===== src/rtl/led_trail_pwm.sv =====
// led_trail_pwm: per-channel PWM dimmer that turns the scroller's active-high pattern into
// active-low LED drive with a fading trail. A lit channel runs at full brightness; once it
// drops out of the pattern its brightness decays by DECAY_STEP on every decay tick.
// Optional feature: define LED_GAMMA_EN for a squared (gamma-like) duty mapping, which adds a
// registered duty stage and one cycle of led_state-to-leds latency.
module led_trail_pwm #(
    parameter int unsigned CLOCK_FREQUENCY = 27000000,
    parameter int unsigned PWM_DIV         = 4,
    parameter int unsigned DECAY_DIV       = 270000,
    parameter int unsigned DECAY_STEP      = 16
) (
    input  logic       system_clk,
    input  logic       system_rst_n,
    input  logic [5:0] led_state,
    output logic [5:0] leds
);

    localparam logic [7:0] Step = 8'(DECAY_STEP);

    // Reject parameter values the counters and saturating subtract cannot handle.
    if (CLOCK_FREQUENCY == 0 || PWM_DIV == 0 || DECAY_DIV == 0 ||
        DECAY_STEP == 0 || DECAY_STEP > 255) begin : g_bad_params
        $error("led_trail_pwm: illegal parameter value");
    end

    logic [5:0][7:0] brightness;
    logic [5:0][7:0] brightness_next;
    logic [5:0][7:0] duty;
    logic [7:0]      pwm_cnt;
    logic [31:0]     pwm_pre;
    logic [31:0]     decay_cnt;
    logic            pwm_step;
    logic            decay_tick;
    logic [5:0]      on;

    assign pwm_step   = (pwm_pre == PWM_DIV - 1);
    assign decay_tick = (decay_cnt == DECAY_DIV - 1);

    // Prescaler and free-running 8-bit PWM counter shared by all channels.
    always_ff @(posedge system_clk) begin
        if (!system_rst_n) begin
            pwm_pre <= '0;
            pwm_cnt <= '0;
        end else if (pwm_step) begin
            pwm_pre <= '0;
            pwm_cnt <= pwm_cnt + 8'd1;
        end else begin
            pwm_pre <= pwm_pre + 32'd1;
        end
    end

    // Decay timebase; the tick is the terminal count cycle.
    always_ff @(posedge system_clk) begin
        if (!system_rst_n) begin
            decay_cnt <= '0;
        end else if (decay_tick) begin
            decay_cnt <= '0;
        end else begin
            decay_cnt <= decay_cnt + 32'd1;
        end
    end

    // Brightness next state: a lit channel wins over a simultaneous tick; decay saturates at 0.
    always_comb begin
        brightness_next = brightness;
        for (int i = 0; i < 6; i++) begin
            if (led_state[i]) begin
                brightness_next[i] = 8'd255;
            end else if (decay_tick) begin
                brightness_next[i] = (brightness[i] > Step) ? brightness[i] - Step : 8'd0;
            end
        end
    end

    // Brightness registers.
    always_ff @(posedge system_clk) begin
        if (!system_rst_n) begin
            brightness <= '0;
        end else begin
            brightness <= brightness_next;
        end
    end

`ifdef LED_GAMMA_EN
    // Squared duty (upper byte of the 16-bit product), registered to keep the multiply off
    // the compare path.
    always_ff @(posedge system_clk) begin
        if (!system_rst_n) begin
            duty <= '0;
        end else begin
            for (int i = 0; i < 6; i++) begin
                duty[i] <= 8'((16'(brightness[i]) * 16'(brightness[i])) >> 8);
            end
        end
    end
`else
    // Linear duty: brightness drives the compare directly.
    always_comb begin
        duty = brightness;
    end
`endif

    // Strict less-than compare: duty 0 never lights, duty 255 lights 255 of 256 counts.
    always_comb begin
        on = '0;
        for (int i = 0; i < 6; i++) begin
            on[i] = (pwm_cnt < duty[i]);
        end
    end

    // Registered active-low LED drive.
    always_ff @(posedge system_clk) begin
        if (!system_rst_n) begin
            leds <= '1;
        end else begin
            leds <= ~on;
        end
    end

endmodule


===== config.mk =====
export PLATFORM = sky130hd
export DESIGN_NAME = led_trail_pwm
export DESIGN_NICKNAME = d
export VERILOG_FILES = /design/src/rtl/led_trail_pwm.sv
export SDC_FILE = /design/constraint.sdc
export NUM_CORES = 1
export LEC_CHECK = 0
export CORE_ASPECT_RATIO = 0.7
export CORE_MARGIN = 2
export CORE_UTILIZATION = 55
export DETAILED_ROUTE_END_ITERATION = 10
export DONT_BUFFER_PORTS = 1
export MAX_ROUTING_LAYER = met4
export PLACE_DENSITY = 0.7
export SETUP_SLACK_MARGIN = 0.2
export SYNTH_ARGS = -nofsm -noshare
export SYNTH_HDL_FRONTEND = slang
export SYNTH_SLANG_ARGS = --single-unit
export TNS_END_PERCENT = 100

===== constraint.sdc =====
create_clock -name system_clk -period 2.5 [get_ports system_clk]
set_input_delay 0.5 -clock system_clk [delete_from_list [all_inputs] [get_ports system_clk]]
set_output_delay 0.5 -clock system_clk [all_outputs]
set_load 0.01 [all_outputs]

==> results.cfg, run 1 <==
[setup_path]
cp_max_fo = 11
crit_arrival_ns = 2.54
path_class = reg2reg
worst_setup_path_end_kind = flip-flop
timing.critical_path.from = decay_cnt[4]
required_ns = 2.80
start_kind = flip-flop
r2r-start = decay_cnt[4]

[sta]
hold_slack_ns = 0.269
fin_crit_ns = 2.24
fin_setup_tns_ns = 0
hold_viol_final = 0
setup_viol = 0
fin_crit_sh_pct = 89.6
rsz0062_at_grt = true
slew_headroom_pct = 31.1
fmax_mhz = 446
slew_violations = 0
finalWorstSetupSlack_ns = 0.260
worst_pin_slew_ns = 1.03
clock_skew_ns = 0.00704

[worst_hold_path]
hp-class = in2reg
worstHoldStart = system_rst_n

[detailed_routing]
ant_nets = 0
wl_microns = 13200
wl_per_cell_microns = 15.9
firstDrtPassIters = 5
drt-initial-drc-count = 249
vias = 4955
drc_errors = 0
routed_via_density = 5.98

[clock_network]
cts_max_level = 3
clock_path_buffers = 2
clockRootBuffer = clkbuf_16
cts_tree = built
cts_inserted_buffers = 9
clock_sinks = 108
cts.reportedPaths.clkPinSlew_ns = 0.07
clk_latency_ns = 0.35

[status]
status = completed

[synth]
ys_seq_area_share_pct = 36.1
netlist_top_cells_count = dfxtp_1, nor2_1, ha_1
yosys-top-cells-area = dfxtp_1, ha_1, nor2_1
synth_area_sq_mm = 0.00598
yosys.area.top_type_share_pct = 36.1
synth_nets = 762
synth_seq_cells = 108
yosysMostFrequentCell = dfxtp_1
synth_edf_count = 0
synthCells = 697
synth_area_per_cell_sq_um = 8.58
ys.warnings.count = 0
async_reset_ff_share_pct = 0
synth_flop_cell = dfxtp_1
yosysTopAreaCell = dfxtp_1
yosys.cell_types.count = 46

[power]
ir_drop_mv = 0.374
p_leak_nw = 2.62
cellPowerDensity_mw_per_mm2 = 561
power_mw = 3.61

[floorplan]
core_sq_mm = 0.0105
rows = 31
io_pins = 14
start_util_pct = 57.1
die_h_microns = 91.3
dieArea_sq_mm = 0.0117
die_w_microns = 129

[cells_and_area]
syn2layout_area_growth_pct = 7.55
fin_cells = 828
diodes = 0
final_nets = 756
drive_gt1_share_pct = 4.60

[global_route]
grt_usage_pct = 23.7
grt_max_degree = 33
grt_pass1_wl_microns = 22100
gr-total-overflow = 0
antenna_found_initial = 0
grt_pass1_vias = 4651

[placement]
dp_slack_ns = 0.280
place_congestion = 0.882
hpwl_microns = 8940
io_buffers = 0
dp.cells = 809

[job]
maxCapViolCount = 0
==> power by group <==
group	switching, mW	internal [mW]	total (mW)	leakage (nW)
sequential	0.0575	1.77	1.83	0.883
combinational	0.173	0.131	0.304	1.59
clock	0.644	0.829	1.47	0.149
==> layout by cell type, fill, tap and decap left out, types with 5 or more instances in the layout <==
| cell type | n |
|---|---|
| dfxtp_1 | 108 |
| nor2_1 | 80 |
| ha_1 | 57 |
| inv_1 | 50 |
| nand4_1 | 45 |
| a21oi_1 | 39 |
| xor2_1 | 34 |
| nand2_1 | 31 |
| xnor2_1 | 25 |
| nand3_1 | 23 |
| nor4_1 | 20 |
| a21o_1 | 20 |
| nor3_1 | 16 |
| o21ai_0 | 16 |
| or3_1 | 12 |
| and4_1 | 11 |
| a31oi_1 | 10 |
| nand2b_1 | 9 |
| clkbuf_16 | 9 |
| o21a_1 | 8 |
| mux2i_1 | 7 |
| o41ai_1 | 6 |
| and3_1 | 6 |
| a2111oi_0 | 5 |
| nor2b_1 | 5 |
| buf_4 | 5 |
==> per-layer routing <==
layer	up-vias	wire length (microns)	global-route usage [%]
li1	2485	-	-
met1	2359	6760	32.8
met2	97	5730	35.4
met3	14	559	4.95
met4	0	135	5.89
met5	-	0	-
==> kinds of logic after synthesis <==
family,share of synthesized area [%]
multiplexers,1.17
flip-flops,36.1
adder cells (fa/ha/maj),11.9
buffers and inverters,5.06
AO/OA/AOI/OAI,13.0
XOR/XNOR,8.64
AND/OR/NAND/NOR,24.1
==> metrics by stage <==
step           cell area, sq um  util [%]
2_1_floorplan              5980         -
3_3_place_gp               6110      58.3
5_1_grt                    6430      61.4
4_1_cts                    6410      61.2
3_5_place_dp               6110      58.3
6_report                   6430      61.4
==> worst max-delay path, stage by stage (launching register included) <==
cell and delay, ns:
dfxtp_1 0.37, nor4b_1 0.37, nand4_1 0.15, buf_4 0.19
or3_2 0.67, o41ai_1 0.30, o21a_1 0.14
==> path summary, 6_finish.rpt <==
check,cells after the start,endpoint,slack [ns]
worst min-delay path,1,brightness[30],0.27
worst max-delay path,6,brightness[46],0.26
worst max register to register,6,brightness[46],0.26
worst min register to register,1,pwm_pre[0],0.45
==> area by class of cell <==
class,count,area (sq um)
clock buffers,12,256
clock inverters,4,47.5
fillers,906,4040
inverters,50,188
multi-input cells,515,3540
flip-flops and latches,108,2160
well taps,132,165
repair buffers,7,77.6
==> flip-flops by register name, summed over array words and instances (netlist names) <==
name and cells:
leds 6, pwm_cnt 8, decay_cnt 32, brightness 30, pwm_pre 32
==> repair_timing <==
item                                    CTS  global route
endpoints found under the hold margin     0             0
gates resized for setup                   0             1
endpoints found under the setup margin    0            12
hold buffers                              0             0
setup buffers                             0             2
Note: power is estimated with default switching activity, not from simulation.
==> run 2, diff against run 1 <==
==> constraint.sdc (replaced) <==
create_clock -name system_clk -period 2.13 [get_ports system_clk]
set_input_delay 0.426 -clock system_clk [delete_from_list [all_inputs] [get_ports system_clk]]
set_output_delay 0.426 -clock system_clk [all_outputs]
set_load 0.01 [all_outputs]
==> run 2 against run 1 <==
  * Clock skew is 0.0014 ns lower
  * First-iteration DRC count is 87% higher
  * Flip-flop and latch count unchanged
  * Die area unchanged
  * Sequential power grew 17%
  * Final cell count up 3.1%
  * Largest cell class unchanged
==> results.cfg, run 2 (synthesis results as in run 1) <==
[placement]
dp_slack_ns = 0.0655
place_congestion = 0.859
io_buffers = 0
dp.cells = 820
dpl_cell_area_sq_mm = 0.00624
hpwl_microns = 9620

[global_route]
grt_pass1_wl_microns = 24300
grt_max_degree = 33
antenna_found_initial = 0
gr-total-overflow = 0
grt_usage_pct = 26.2
grt_pass1_vias = 4951

[sta]
slew_headroom_pct = 50.5
fin_setup_tns_ns = 0
clock_skew_ns = 0.00568
fin_crit_ns = 2.04
fin_crit_sh_pct = 96.0
fmax_mhz = 489
finalWorstSetupSlack_ns = 0.0860
hold_viol_final = 0
setup_viol = 0
rsz0062_at_grt = true
worst_pin_slew_ns = 0.742
slew_violations = 0

[cells_and_area]
final_cell_area_sq_mm = 0.00688
fin_util_pct = 65.7
layout_commonest_cell = dfxtp_1
fillers = 830
diodes = 0
syn2layout_area_growth_pct = 15.0
fin_cells = 854
final_nets = 783
final_cell_mix = dfxtp_1, nor2_1, ha_1
drive_gt1_share_pct = 13.0
top_regs = decay_cnt x32, pwm_pre x32, brightness x30

[clock_network]
cts_inserted_buffers = 9
clockRootBuffer = clkbuf_16
clock_sinks = 108
cts_tree = built
cts.reportedPaths.clkPinSlew_ns = 0.07
clk_latency_ns = 0.34
cts_max_level = 3
clock_path_buffers = 2

[setup_path]
crit_buf_inv = 2
crit_arrival_ns = 2.26
crit_slowest_cell = or3_4
cpPeakStageDelay_ns = 0.40
endpoint = brightness[31]
worstPathCellList = nor4_2, nand4_1, buf_4, or3_4, buf_4, o41ai_2, a21oi_1
reg2reg_to = brightness[31]
r2r_cells = 7
crit_cells = 7
start_kind = flip-flop
r2r-start = decay_cnt[28]
path_delay_family = simple AND/OR/NAND/NOR gates
critPathMostFrequentCell = buf_4
path_class = reg2reg
rrSetupSlack_ns = 0.09
cp_max_fo = 6
worst_setup_path_end_kind = flip-flop
required_ns = 2.34
timing.critical_path.from = decay_cnt[28]

[worst_hold_path]
hp-class = in2reg

[power]
p_int_mw = 3.27
clkPwrFrac_pct = 40.8
p_switching_mw = 1.01
cellPowerDensity_mw_per_mm2 = 622
p_comb_share_pct = 8.9
ir_drop_mv = 0.469
p_leak_nw = 2.81
pwr-share-seq_pct = 50.3
swShare_pct = 23.6

[floorplan]
io_pins = 14
rows = 31
dieArea_sq_mm = 0.0117
core_sq_mm = 0.0105
start_util_pct = 57.1
die_h_microns = 91.3
die_w_microns = 129

[detailed_routing]
routed_via_density = 6.10
vias = 5208
wl_microns = 14800
wl_per_cell_microns = 17.4
drc_errors = 0
firstDrtPassIters = 4
ant_nets = 0
drt-initial-drc-count = 466

[job]
maxCapViolCount = 0

[status]
status = completed
run 2: cell types whose count changed in the layout (fill, tap and decap cells not counted), moves of 3 or more:
cell | previous run | this run
dfxtp_2 | 0 | 16
nor3_2 | 0 | 3
o41ai_2 | 0 | 3
nor4_2 | 2 | 8
buf_6 | 0 | 3
dfxtp_1 | 108 | 91
o41ai_1 | 6 | 3
nor3_1 | 16 | 13
buf_4 | 5 | 24
nor4_1 | 20 | 12
run 2: worst min-delay path by stage:
stage	start	to	slack, ns	cells past startpoint
after floorplan	pwm_pre[0]	pwm_pre[0]	0.43	1
after global placement	pwm_pre[0]	pwm_pre[0]	0.44	1
after detailed placement	pwm_pre[0]	pwm_pre[0]	0.45	1
after CTS	system_rst_n	brightness[14]	0.20	1
after global routing	system_rst_n	brightness[14]	0.19	1
final	system_rst_n	brightness[14]	0.20	1
run 2: power groups by stage:
stage	Combinational [mW]	Sequential (mW)	Clock, mW
3_3_place_gp	0.340	2.19	0
2_1_floorplan	0.287	2.18	0
3_5_place_dp	0.361	2.20	0
4_1_cts	0.370	2.15	1.78
6_report	0.383	2.15	1.75
5_1_grt	0.434	2.16	1.87
run 2: layer usage:
metal / track usage (%) / vias up / routed length [microns]
li1: - / 2549 / -
met1: 37.1 / 2458 / 7090
met2: 38.4 / 173 / 6560
met3: 5.72 / 28 / 979
met4: 6.07 / 0 / 216
met5: - / - / 0
run 2: timing repair:
| action | CTS | global route |
|---|---|---|
| cloned | 3 | 2 |
| hold buffers | 0 | 0 |
| pin swaps | 7 | 12 |
| setup endpoints to repair | 46 | 104 |
| resized for setup | 16 | 26 |
| buffers inserted | 6 | 8 |
run 2: through the flow:
stage          hold WS [ns]  total power [mW]
2_1_floorplan         0.425              2.46
3_3_place_gp          0.436              2.53
3_5_place_dp          0.447              2.56
4_1_cts               0.195              4.30
5_1_grt               0.188              4.47
6_report              0.201              4.28
run 2: worst register-to-register path, cell delays in order, from the launching register on:
cell and delay [ns]:
dfxtp_1 0.35, nor4_2 0.29, nand4_1 0.16, buf_4 0.18, or3_4 0.40, buf_4 0.16, o41ai_2 0.24, a21oi_1 0.13
run 2: area by class of cell:
class                           count  area (sq um)  share of cell area, %
Multi-Input combinational cell    517          3710                   53.9
Sequential cell                   108          2190                   31.8
Timing Repair Buffer               32           327                   4.75
Clock buffer                       11           233                   3.38
Inverter                           50           188                   2.73
Tap cell                          132           165                   2.40
Clock inverter                      4          73.8                   1.07
